File: src/rtl/reg_ctx_stack_pkg.sv
// Shared definitions for the register-file context stack: operation encoding
// and the width helpers used by the top level, the storage and the interface.
package reg_ctx_stack_pkg;

    // Built as {push, pop}; push together with pop is a replace of the top entry.
    typedef enum logic [1:0] {
        OP_NONE = 2'b00,
        OP_POP  = 2'b01,
        OP_PUSH = 2'b10,
        OP_REPL = 2'b11
    } op_e;

    // Level must represent 0..DEPTH inclusive.
    function automatic int lvl_width(input int depth);
        return $clog2(depth + 1);
    endfunction

    function automatic int idx_width(input int depth);
        return (depth < 2) ? 1 : $clog2(depth);
    endfunction

endpackage

File: src/rtl/reg_ctx_stack_if.sv
// Bus between the CPU/control side (master) and the context stack (slave).
interface reg_ctx_stack_if
    import reg_ctx_stack_pkg::*;
#(
    parameter int WIDTH = 8,
    parameter int NREGS = 9,
    parameter int DEPTH = 4
);
    localparam int LVLW = lvl_width(DEPTH);

    // push/pop/err_clr are single-cycle commands with no ready: the stack accepts
    // one operation on every rising edge; illegal ones set the sticky ovf/udf instead.
    logic                   push;
    logic                   pop;
    logic                   err_clr;
    logic [NREGS*WIDTH-1:0] reg_data;
    logic [NREGS*WIDTH-1:0] top_data;
    logic [LVLW-1:0]        level;
    logic                   empty;
    logic                   full;
    logic                   ovf;
    logic                   udf;

    modport master (
        output push, pop, err_clr, reg_data,
        input  top_data, level, empty, full, ovf, udf
    );

    modport slave (
        input  push, pop, err_clr, reg_data,
        output top_data, level, empty, full, ovf, udf
    );

endinterface

File: src/rtl/reg_ctx_stack_mem.sv
// Snapshot storage: one write port, combinational reads of the top entry and
// the entry below it, both addressed from the current level.
module ctx_stack_mem
    import reg_ctx_stack_pkg::*;
#(
    parameter int DW    = 72,
    parameter int DEPTH = 4,
    parameter int LVLW  = lvl_width(DEPTH),
    parameter int IDXW  = idx_width(DEPTH)
) (
    input  logic            clk,
    input  logic            wr_en,
    input  logic [IDXW-1:0] wr_idx,
    input  logic [DW-1:0]   wr_data,
    input  logic [LVLW-1:0] level,
    output logic [DW-1:0]   rd_top,
    output logic [DW-1:0]   rd_below
);
    logic [DW-1:0]   mem_q [DEPTH];
    logic [DW-1:0]   mem_d [DEPTH];
    logic [IDXW-1:0] top_idx;
    logic [IDXW-1:0] below_idx;

    always_comb begin
        mem_d = mem_q;
        if (wr_en) mem_d[wr_idx] = wr_data;
    end

    // Contents are not reset; only entries below level are ever read.
    always_ff @(posedge clk) begin
        mem_q <= mem_d;
    end

    always_comb begin
        top_idx   = IDXW'(level - LVLW'(1));
        below_idx = IDXW'(level - LVLW'(2));
        rd_top    = (level >= LVLW'(1)) ? mem_q[top_idx]   : '0;
        rd_below  = (level >= LVLW'(2)) ? mem_q[below_idx] : '0;
    end

endmodule

File: src/rtl/reg_ctx_stack.sv
// LIFO of register-file snapshots for CALL/RET and interrupt context save,
// with a registered top-of-stack bus, occupancy and sticky error flags.
module reg_ctx_stack
    import reg_ctx_stack_pkg::*;
#(
    parameter int WIDTH = 8,
    parameter int NREGS = 9,
    parameter int DEPTH = 4
) (
    input  logic           clk,
    input  logic           rst_n,
    reg_ctx_stack_if.slave bus
);
    localparam int DW   = NREGS * WIDTH;
    localparam int LVLW = lvl_width(DEPTH);
    localparam int IDXW = idx_width(DEPTH);

    op_e             op;
    logic [LVLW-1:0] level_q, level_d;
    logic [DW-1:0]   top_data_q, top_data_d;
    logic            ovf_q, ovf_d;
    logic            udf_q, udf_d;
    logic            ovf_set, udf_set;
    logic            empty, full;
    logic            wr_en;
    logic [IDXW-1:0] wr_idx;
    logic [DW-1:0]   rd_top, rd_below;

    assign empty = (level_q == '0);
    assign full  = (level_q == LVLW'(DEPTH));

    ctx_stack_mem #(
        .DW    (DW),
        .DEPTH (DEPTH),
        .LVLW  (LVLW),
        .IDXW  (IDXW)
    ) u_mem (
        .clk      (clk),
        .wr_en    (wr_en),
        .wr_idx   (wr_idx),
        .wr_data  (bus.reg_data),
        .level    (level_q),
        .rd_top   (rd_top),
        .rd_below (rd_below)
    );

    always_comb begin
        op         = op_e'({bus.push, bus.pop});
        level_d    = level_q;
        top_data_d = rd_top;   // already equals top_data_q; zero when empty
        wr_en      = 1'b0;
        wr_idx     = IDXW'(level_q);
        ovf_set    = 1'b0;
        udf_set    = 1'b0;
        case (op)
            OP_PUSH: begin
                if (full) begin
                    ovf_set = 1'b1;
                end else begin
                    wr_en      = 1'b1;
                    level_d    = level_q + LVLW'(1);
                    top_data_d = bus.reg_data;
                end
            end
            OP_POP: begin
                if (empty) begin
                    udf_set = 1'b1;
                end else if (level_q == LVLW'(1)) begin
                    level_d    = '0;
                    top_data_d = '0;
                end else begin
                    level_d    = level_q - LVLW'(1);
                    top_data_d = rd_below;
                end
            end
            OP_REPL: begin
                // Replace on an empty stack degrades to a plain push, never an error.
                wr_en      = 1'b1;
                top_data_d = bus.reg_data;
                if (empty) begin
                    level_d = LVLW'(1);
                end else begin
                    wr_idx = IDXW'(level_q - LVLW'(1));
                end
            end
            default: ;
        endcase
        ovf_d = (ovf_q & ~bus.err_clr) | ovf_set;
        udf_d = (udf_q & ~bus.err_clr) | udf_set;
    end

    always_ff @(posedge clk or negedge rst_n) begin
        if (!rst_n) begin
            level_q    <= '0;
            top_data_q <= '0;
            ovf_q      <= 1'b0;
            udf_q      <= 1'b0;
        end else begin
            level_q    <= level_d;
            top_data_q <= top_data_d;
            ovf_q      <= ovf_d;
            udf_q      <= udf_d;
        end
    end

    assign bus.top_data = top_data_q;
    assign bus.level    = level_q;
    assign bus.empty    = empty;
    assign bus.full     = full;
    assign bus.ovf      = ovf_q;
    assign bus.udf      = udf_q;

endmodule

File: src/flat_wrapper.sv
// flat-port wrapper written by rule: the top's interface ports become plain ports
module reg_ctx_stack_flat import reg_ctx_stack_pkg::*;
#(
    parameter int WIDTH = 8,
    parameter int NREGS = 9,
    parameter int DEPTH = 4
)
  (clk, rst_n, bus_push, bus_pop, bus_err_clr, bus_reg_data, bus_top_data, bus_level, bus_empty, bus_full, bus_ovf, bus_udf);
  reg_ctx_stack_if #(.WIDTH(WIDTH), .NREGS(NREGS), .DEPTH(DEPTH)) bus_i ();
  input  logic clk;
  input  logic rst_n;
  input wire logic [$bits(bus_i.push)-1:0] bus_push;
  input wire logic [$bits(bus_i.pop)-1:0] bus_pop;
  input wire logic [$bits(bus_i.err_clr)-1:0] bus_err_clr;
  input wire logic [$bits(bus_i.reg_data)-1:0] bus_reg_data;
  output wire logic [$bits(bus_i.top_data)-1:0] bus_top_data;
  output wire logic [$bits(bus_i.level)-1:0] bus_level;
  output wire logic [$bits(bus_i.empty)-1:0] bus_empty;
  output wire logic [$bits(bus_i.full)-1:0] bus_full;
  output wire logic [$bits(bus_i.ovf)-1:0] bus_ovf;
  output wire logic [$bits(bus_i.udf)-1:0] bus_udf;
  assign bus_i.push = bus_push;
  assign bus_i.pop = bus_pop;
  assign bus_i.err_clr = bus_err_clr;
  assign bus_i.reg_data = bus_reg_data;
  assign bus_top_data = bus_i.top_data;
  assign bus_level = bus_i.level;
  assign bus_empty = bus_i.empty;
  assign bus_full = bus_i.full;
  assign bus_ovf = bus_i.ovf;
  assign bus_udf = bus_i.udf;
  reg_ctx_stack #(.WIDTH(WIDTH), .NREGS(NREGS), .DEPTH(DEPTH)) u_core (.clk(clk), .rst_n(rst_n), .bus(bus_i));
endmodule
File: config.mk
export PLATFORM = sky130hd
export DESIGN_NAME = reg_ctx_stack_flat
export DESIGN_NICKNAME = d
export VERILOG_FILES = /design/src/rtl/reg_ctx_stack_pkg.sv /design/src/rtl/reg_ctx_stack_if.sv /design/src/rtl/reg_ctx_stack_mem.sv /design/src/rtl/reg_ctx_stack.sv /design/src/flat_wrapper.sv
export SDC_FILE = /design/constraint.sdc
export NUM_CORES = 1
export LEC_CHECK = 0
export CELL_PAD_IN_SITES_DETAIL_PLACEMENT = 0
export CELL_PAD_IN_SITES_GLOBAL_PLACEMENT = 1
export CORE_MARGIN = 3
export CORE_UTILIZATION = 53
export DETAILED_ROUTE_END_ITERATION = 8
export PLACE_DENSITY = 0.84
export REMOVE_ABC_BUFFERS = 1
export SETUP_SLACK_MARGIN = 0.2
export SYNTH_ARGS = -nofsm -noshare
export SYNTH_HDL_FRONTEND = slang
export SYNTH_SLANG_ARGS = --single-unit
File: constraint.sdc
create_clock -name clk -period 11.4 [get_ports clk]
set_input_delay 3.42 -clock clk [delete_from_list [all_inputs] [get_ports clk]]
set_output_delay 3.42 -clock clk [all_outputs]
set_load 0.02 [all_outputs]
==> impl_metrics.tcl, run 1 <==
set metrics [dict create \
    final_nets 1087 \
    die_h_um 180 \
    pwr_density_cell_mw_per_mm2 281 \
    mostFrequentLayoutCells "edfxtp_1 (288), clkdlybuf4s50_1 (154), mux4_2 (144)" \
    place_area_mm2 0.0179 \
    grt_start_max_net_pins 70 \
    tritoncts "done" \
    io_buffer_count 155 \
    clkTransAtPathRegs_ns 0.06 \
    hpwlAfterDp_mm 20.1 \
    wl_per_cell_um 26.2 \
    drt-initial-drc-count 862 \
    grtUsageMet1_pct 32.6 \
    yosysSeqAreaShare_pct 66.2 \
    grt_usage_pct 22.9 \
    maxCapViolations 0 \
    area_growth_syn_to_layout_pct 20.3 \
    synth_warnings 0 \
    vdd_drop_max_mv 0.194 \
    num_rows 62 \
    max_freq_mhz 149 \
    routed_wl_mm 37.2 \
    grt_use_met3_pct 3.94 \
    cpMaxStageDelayCell "dfrtp_4" \
    final_common_cell "edfxtp_1" \
    slew_viol_final 0 \
    crit_path_max_incr_delay_ns 1.11 \
    synthArstFlopShare_pct 21.1 \
    postCtsSetupBuffers 0 \
    gp_congestion 0.743 \
    crit_cells 5 \
    h-tree-depth 2 \
    postSynthAreaPerCell_um2 18.4 \
    yosysTopAreaCell "edfxtp_1" \
    synth_area_leaders "edfxtp_1 (54%), mux4_2 (20%), dfrtp_1 (12%)" \
    rrSetupSlack_ns 6.96 \
    period_needed_ns 6.70 \
    top_usage_layer "met2" \
    relSlewSlack_pct 27.5 \
    cts_buffer_depth 3 \
    synth_edf_count 288 \
    critPathArrivalTime_ns 3.28 \
    io_pins 156 \
    hp-class "reg -> reg" \
    postSynthCellCount 870 \
    timing.final.crit_share_pct 58.8 \
    numCtsBuffers 38 \
    grt_pass1_vias 9575 \
    rsz0062_at_grt "no" \
    critPathMaxFanout 59 \
    crit_buf_inv 3 \
    die-area_mm2 0.0323 \
    routed_via_density 6.56 \
    hold_violations 0 \
    post_cts_resized 0 \
    finClkSkew_ns 0.00913 \
    synth_flop_cell "edfxtp_1" \
    netlist.area_leader.share_pct 54.1 \
    worst_pin_slew_ns 1.09 \
    r2r-start "u_core.bus.level[0]" \
    r2r.worst_path.cells 7 \
    worstSetupPathType "reg -> out" \
    start_util_pct 54.8 \
    worst_ep_required_time_ns 7.98 \
    setup.worst_path.start "u_core.bus.level[0]" \
    crit_path_cell_trace "inv_1 > ha_4 > nand2b_1 > inv_1 > clkdlybuf4s50_1" \
    p_leak_nw 6.54 \
    yosys_register_bits 365 \
    grt_remaining_overflow 0 \
    design_area_mm2 0.0192 \
    antenna_found_initial 2 \
    cpMostUsedCell "inv_1" \
    worst_setup_path_start_kind "register" \
    setup.worst_path.end "bus_empty" \
    ctsHoldBuffers 0 \
    syn_area_mm2 0.0160 \
    dr_total_vias 9314 \
    clk_latency_ns 0.52 \
    critPathCaptureType "output port" \
    setup_viol 0 \
    coreArea_mm2 0.0292 \
    yosysUniqueCellTypes 37 \
    cts.sinks 365 \
    fin_tns_setup_ns 0 \
    first_pass_iters 5 \
    cp_top_family "flip-flops" \
    outcome "completed" \
    ant_nets 0 \
    reg2reg_to "u_core.u_mem.mem_q[269]" \
    use_met2_pct 37.8 \
    drive_above_1_share_pct 22.7 \
    grt_pass1_wl_mm 57.6 \
    die_width_um 180 \
    drc 0 \
    cts-root-buf "clkbuf_16" \
]
cell type report:
cell class | count | area, um^2
repair buffers | 172 | 1680
inverters | 8 | 30.0
clock inverters | 16 | 219
well taps | 384 | 480
diodes | 1 | 2.50
multi-input cells | 420 | 5110
flip-flops and latches | 365 | 10600
clock buffers | 54 | 1110
fillers | 1972 | 9950
per-stage QoR:
| step | power (mW) | worst slack [ns] | cells | hold WS (ns) | util (%) |
|---|---|---|---|---|---|
| 6_report | 5.41 | 4.70 | 1420 | 0.509 | 65.9 |
| 4_1_cts | 5.45 | 4.63 | 1419 | 0.515 | 65.9 |
| 3_3_place_gp | 4.10 | 4.72 | 1349 | 0.487 | 61.3 |
| 5_1_grt | 5.66 | 4.44 | 1420 | 0.558 | 65.9 |
| 3_5_place_dp | 4.14 | 4.74 | 1349 | 0.496 | 61.3 |
| 2_1_floorplan | 3.58 | -1.62 | 793 | 0.626 | - |
how the worst min path moves through the flow:
stage                              start        endpoint  depth (start not counted)  slack (ns)
after detailed placement  u_core.bus.ovf  u_core.bus.ovf                          1        0.50
after CTS                 u_core.bus.ovf  u_core.bus.ovf                          1        0.51
after floorplan           u_core.bus.ovf  u_core.bus.ovf                          1        0.63
after global routing      u_core.bus.udf  u_core.bus.udf                          1        0.56
final                     u_core.bus.udf  u_core.bus.udf                          1        0.51
after global placement    u_core.bus.ovf  u_core.bus.ovf                          1        0.49
kinds of logic after synthesis:
logic type      synth area share, %
flops                          66.2
compound gates                 7.82
mux                            20.3
simple gates                   2.91
buf+inv                        2.38
fa+ha+maj                     0.392
metal layers:
| metal | share of wire (%) | wire length [um] | up-vias |
|---|---|---|---|
| met5 | 0.035 | 13 | - |
| met4 | 1.5 | 570 | 2 |
| met3 | 6.9 | 2560 | 48 |
| met2 | 51 | 18800 | 389 |
| met1 | 41 | 15200 | 4954 |
| li1 | - | - | 3921 |
cell usage after synthesis (2+ instances only):
master	count
or3_1	2
o211ai_1	70
buf_6	2
and2_1	4
edfxtp_1	288
nor2_1	2
dfrtp_1	77
o311ai_0	2
buf_2	34
mux4_2	144
a221o_1	4
a22oi_1	68
buf_1	7
ha_1	5
nor2b_1	2
a22o_1	6
nand2_1	73
a21oi_1	8
nand2b_1	3
nand3_1	10
nor3_1	2
o21ai_0	3
clkbuf_1	33
inv_1	8
sequential cells by signal, indices dropped and copies added (netlist names):
name / count
u_core.u_mem.mem_q: 288
u_core.bus.top_data: 72
u_core.bus.level: 3
u_core.bus.ovf: 1
u_core.bus.udf: 1
report_power, final:
| part | leakage (nW) | internal, mW | switching (mW) |
|---|---|---|---|
| Sequential | 3.58 | 1.82 | 0.227 |
| Clock | 0.633 | 0.798 | 0.498 |
| Combinational | 2.33 | 1.03 | 1.03 |
| Total | 6.54 | 3.65 | 1.76 |
No activity file was read; power rests on OpenSTA's default activity.
==> run 2: changes to the inputs <==
--- a/config.mk
+++ b/config.mk
@@ -8,9 +8,9 @@
 export CELL_PAD_IN_SITES_DETAIL_PLACEMENT = 0
 export CELL_PAD_IN_SITES_GLOBAL_PLACEMENT = 1
 export CORE_MARGIN = 3
-export CORE_UTILIZATION = 53
+export CORE_UTILIZATION = 45
 export DETAILED_ROUTE_END_ITERATION = 8
-export PLACE_DENSITY = 0.84
+export PLACE_DENSITY = 0.76
 export REMOVE_ABC_BUFFERS = 1
 export SETUP_SLACK_MARGIN = 0.2
 export SYNTH_ARGS = -nofsm -noshare
==> constraint.sdc (replaced) <==
create_clock -name clk -period 5.5 [get_ports clk]
set_input_delay 1.65 -clock clk [delete_from_list [all_inputs] [get_ports clk]]
set_output_delay 1.65 -clock clk [all_outputs]
set_load 0.02 [all_outputs]
==> impl_metrics.tcl, run 2 (same netlist as run 1, synthesis figures left out) <==
set metrics [dict create \
    outcome "completed" \
    grt_start_max_net_pins 73 \
    routed_via_density 6.06 \
    mostFrequentLayoutCells "edfxtp_1 (288), clkdlybuf4s50_1 (154), mux4_2 (144)" \
    cts-root-buf "clkbuf_16" \
    tritoncts "done" \
    gp_congestion 0.686 \
    cp_top_family "buffers and inverters" \
    slew_viol_final 0 \
    cts.sinks 365 \
    crit_path_max_incr_delay_ns 0.61 \
    postCtsSetupBuffers 0 \
    hp-class "reg -> reg" \
    clock_power_share_pct 23.9 \
    worst_ep_required_time_ns 3.85 \
    hold_violations 0 \
    grt_pass1_wl_mm 58.2 \
    cpMostUsedCell "inv_1" \
    setup.worst_path.start "u_core.bus.level[1]" \
    p_leak_nw 6.59 \
    r2r-start "u_core.bus.level[0]" \
    clkTransAtPathRegs_ns 0.06 \
    cpMaxStageDelayCell "clkdlybuf4s50_1" \
    critPathCaptureType "output port" \
    fin_tns_setup_ns 0 \
    power_switching_mw 3.63 \
    maxCapViolations 0 \
    crit_buf_inv 3 \
    area_growth_syn_to_layout_pct 21.2 \
    clk_latency_ns 0.52 \
    drive_above_1_share_pct 22.6 \
    setup_ws_ns 1.32 \
    drc 0 \
    rsz0062_at_grt "no" \
    wl_per_cell_um 25.2 \
    ant_nets 0 \
    relSlewSlack_pct 15.6 \
    crit_path_cell_trace "inv_1 > ha_4 > nand2b_1 > inv_1 > clkdlybuf4s50_1" \
    timing.final.crit_share_pct 76.1 \
    period_needed_ns 4.18 \
    seq_power_share_pct 36.6 \
    hpwlAfterDp_mm 20.3 \
    setup_viol 0 \
    final_nets 1091 \
    num_rows 68 \
    largest_register_ffs 288 \
    critPathArrivalTime_ns 2.53 \
    dr_total_vias 9048 \
    critPathMaxFanout 17 \
    io_buffer_count 155 \
    ctsHoldBuffers 0 \
    drt-initial-drc-count 686 \
    h-tree-depth 2 \
    p_comb_share_pct 39.5 \
    coreArea_mm2 0.0348 \
    intPower_mw 7.57 \
    antenna_found_initial 1 \
    pre_cts_ws_ns 1.31 \
    rrSetupSlack_ns 2.08 \
    grt_remaining_overflow 0 \
    grt_pass1_vias 9535 \
    io_pins 156 \
    final_common_cell "edfxtp_1" \
    numCtsBuffers 39 \
    start_util_pct 45.9 \
    die_h_um 194 \
    die-area_mm2 0.0378 \
    finClkSkew_ns 0.0163 \
    die_width_um 194 \
    worst_pin_slew_ns 1.25 \
    post_cts_resized 0 \
    top_register "u_core.u_mem.mem_q" \
    num_antenna_cells 0 \
    pwr_density_cell_mw_per_mm2 578 \
    grt_usage_pct 19.9 \
    worst_setup_path_start_kind "register" \
    hold_start "u_core.bus.ovf" \
    worstSetupPathType "reg -> out" \
    cts_buffer_depth 3 \
    first_pass_iters 4 \
    routed_wl_mm 37.6 \
    max_freq_mhz 239 \
    p_sw_share_pct 32.4 \
    vdd_drop_max_mv 0.518 \
]
==> run 2: power groups by stage <==
| stage | clock network [mW] | registers (mW) | logic, mW |
|---|---|---|---|
| floorplan | 0 | 4.73 | 2.69 |
| global placement | 0 | 4.12 | 4.46 |
| detailed placement | 0 | 4.14 | 4.49 |
| CTS | 2.74 | 4.10 | 4.51 |
| global route | 2.87 | 4.16 | 4.77 |
| finish | 2.68 | 4.10 | 4.43 |
==> run 2: path summary, 6_finish.rpt <==
check,endpoint,depth (start not counted)
max reg2reg,u_core.u_mem.mem_q[254],5
min reg2reg,u_core.bus.ovf,1
min in group asynchronous,u_core.bus.top_data[55],1
min,u_core.bus.ovf,1
max in group asynchronous,u_core.bus.level[0],2
max,bus_empty,5
==> run 2: worst register-to-register path, stage by stage (launching register included) <==
cell and delay (ns):
dfrtp_4 0.40, buf_4 0.63, buf_4 0.97, nand3_1 0.29
a21oi_4 0.20, buf_4 0.54
==> run 2: layout make-up <==
cell class / instances / area, um^2
fill: 2652 / 15400
sequential: 365 / 10600
multi-input combinational: 420 / 5110
timing repair buffer: 175 / 1760
clock buffer: 49 / 1040
tap: 455 / 569
clock inverter: 22 / 274
inverter: 8 / 30.0
==> run 2: layer usage <==
layer / GRT usage, % / share of wire [%] / up-vias
li1: - / - / 3927
met4: 4.76 / 1.8 / 2
met5: 0 / 0.035 / -
met2: 32.1 / 49 / 284
met3: 3.59 / 6.3 / 50
met1: 28.5 / 43 / 4785
==> run 2: metrics by stage <==
step | instances | total power [mW] | hold WS (ns) | instance area, um^2 | utilization, %
after floorplan | 793 | 7.42 | 0.626 | 15600 | -
after global placement | 1423 | 8.58 | 0.494 | 18100 | 51.9
after detailed placement | 1423 | 8.63 | 0.496 | 18100 | 51.9
after CTS | 1494 | 11.4 | 0.511 | 19400 | 55.7
after global routing | 1494 | 11.8 | 0.526 | 19400 | 55.7
final | 1494 | 11.2 | 0.507 | 19400 | 55.7
==> run 3: changes to the inputs <==
--- a/config.mk
+++ b/config.mk
@@ -8,9 +8,9 @@
 export CELL_PAD_IN_SITES_DETAIL_PLACEMENT = 0
 export CELL_PAD_IN_SITES_GLOBAL_PLACEMENT = 1
 export CORE_MARGIN = 3
-export CORE_UTILIZATION = 45
+export CORE_UTILIZATION = 49
 export DETAILED_ROUTE_END_ITERATION = 8
-export PLACE_DENSITY = 0.76
+export PLACE_DENSITY = 0.78
 export REMOVE_ABC_BUFFERS = 1
 export SETUP_SLACK_MARGIN = 0.2
 export SYNTH_ARGS = -nofsm -noshare
==> constraint.sdc (replaced) <==
create_clock -name clk -period 3.91 [get_ports clk]
set_input_delay 1.173 -clock clk [delete_from_list [all_inputs] [get_ports clk]]
set_output_delay 1.173 -clock clk [all_outputs]
set_load 0.02 [all_outputs]
==> impl_metrics.tcl, run 3 (same netlist as run 1, synthesis figures left out) <==
set metrics [dict create \
    timing.final.crit_share_pct 92.1 \
    holdWs_ns 0.519 \
    worst_setup_path_start_kind "register" \
    start_util_pct 50.1 \
    cpMaxStageDelayCell "clkdlybuf4s50_1" \
    relSlewSlack_pct 36.0 \
    worst_pin_slew_ns 0.961 \
    routed_via_density 6.23 \
    cts_buffer_depth 3 \
    cts.sinks 365 \
    grt_start_max_net_pins 121 \
    fin_tns_setup_ns 0 \
    critPathMaxFanout 9 \
    clkTransAtPathRegs_ns 0.06 \
    cp_top_family "buffers and inverters" \
    drive_above_1_share_pct 23.3 \
    crit_path_max_incr_delay_ns 0.61 \
    place_area_mm2 0.0182 \
    largest_register_ffs 288 \
    crit_path_cell_trace "inv_1 > ha_4 > nand2b_1 > inv_1 > clkdlybuf4s50_1" \
    h-tree-depth 2 \
    mostFrequentLayoutCells "edfxtp_1 (288), clkdlybuf4s50_1 (154), mux4_2 (144)" \
    design_area_mm2 0.0195 \
    clk_latency_ns 0.52 \
    p_leak_nw 6.64 \
    num_rows 65 \
    die_width_um 187 \
    area_growth_syn_to_layout_pct 21.8 \
    critPathCaptureType "output port" \
    multi_input_area_mm2 0.00511 \
    antenna_found_initial 0 \
    final_common_cell "edfxtp_1" \
    die_h_um 187 \
    post-route-util_pct 61.1 \
    hp-class "reg -> reg" \
    numCtsBuffers 40 \
    num_antenna_cells 0 \
    hold_start "u_core.bus.udf" \
    regArea_mm2 0.0106 \
    vdd_drop_max_mv 0.594 \
    ctsHoldBuffers 0 \
    grt_pass1_wl_mm 57.5 \
    fillers 2311 \
    grt_pass1_vias 9515 \
    top_register "u_core.u_mem.mem_q" \
    maxCapViolations 0 \
    max_freq_mhz 278 \
    final_nets 1103 \
    drc 0 \
    worst_ep_required_time_ns 2.74 \
    cts-root-buf "clkbuf_16" \
    worstSetupPathType "reg -> out" \
    hold_violations 0 \
    grt_remaining_overflow 0 \
    crit_buf_inv 3 \
    finClkSkew_ns 0.0143 \
    setup_viol 0 \
    grt_usage_pct 21.4 \
    rsz0062_at_grt "yes" \
    pwr_density_cell_mw_per_mm2 806 \
    ant_nets 0 \
    coreArea_mm2 0.0319 \
    tritoncts "done" \
    cpMostUsedCell "inv_1" \
    slew_viol_final 0 \
    io_buffer_count 155 \
    critPathArrivalTime_ns 2.43 \
    r2r-start "u_core.bus.level[0]" \
    hpwlAfterDp_mm 20.7 \
    routed_wl_mm 37.2 \
    finalPower_mw 15.7 \
    die-area_mm2 0.0348 \
    outcome "completed" \
    first_pass_iters 5 \
    io_pins 156 \
    setup.worst_path.start "u_core.bus.level[1]" \
    gp_congestion 0.797 \
    wl_per_cell_um 25.0 \
    rrSetupSlack_ns 0.84 \
    period_needed_ns 3.60 \
    dr_total_vias 9269 \
    drt-initial-drc-count 852 \
]
## run 3: changes by cell type in the layout (fill, tap and decap cells not counted), sizes merged
cell	before	now
clkbuf	49	61
buf	21	32
clkinv	14	8
bufinv	6	2
clkinvlp	0	1
inv	10	9
## run 3: routing by layer
metal  global-route usage, %  share of wire (%)  up-vias
li1                        -                  -     3955
met1                    30.7                 42     4841
met2                    34.6                 48      411
met3                    4.08                7.5       62
met4                    5.21                2.3        0
met5                       0                  0        -
## run 3: area by class of cell
type | count | area share (%)
clock inverter | 12 | 0.649
inverter | 8 | 0.174
timing repair buffer | 186 | 9.96
sequential | 365 | 54.4
clock buffer | 61 | 5.80
tap | 435 | 2.80
multi-input combinational | 420 | 26.2
## run 3: power breakdown
part           switching (mW)  total (mW)  internal [mW]
clock                    1.44        3.57           2.13
sequential              0.424        5.73           5.30
combinational            3.26        6.39           3.13
total                    5.12        15.7           10.6
## run 3: stage by stage
| stage | setup WS, ns | instances |
|---|---|---|
| after floorplan | -9.11 | 793 |
| after global placement | 0.703 | 1414 |
| after detailed placement | 0.689 | 1414 |
| after CTS | 0.271 | 1487 |
| after global routing | 0.185 | 1487 |
| final | 0.309 | 1487 |
## run 3: worst paths after layout
kind	endpoint	depth (start not counted)
worst max-delay path	bus_empty	5
worst min-delay path	u_core.bus.udf	1
worst max register to register	u_core.bus.top_data[6]	5
worst min register to register	u_core.bus.udf	1
max in group asynchronous	u_core.bus.level[0]	2
min in group asynchronous	u_core.bus.top_data[43]	1
## run 3: what timing repair did
| action | in CTS | in global routing |
|---|---|---|
| buffers inserted | 0 | 0 |
| gates resized for setup | 0 | 2 |
| endpoints found under the setup margin | 0 | 2 |
| hold endpoints to repair | 0 | 0 |
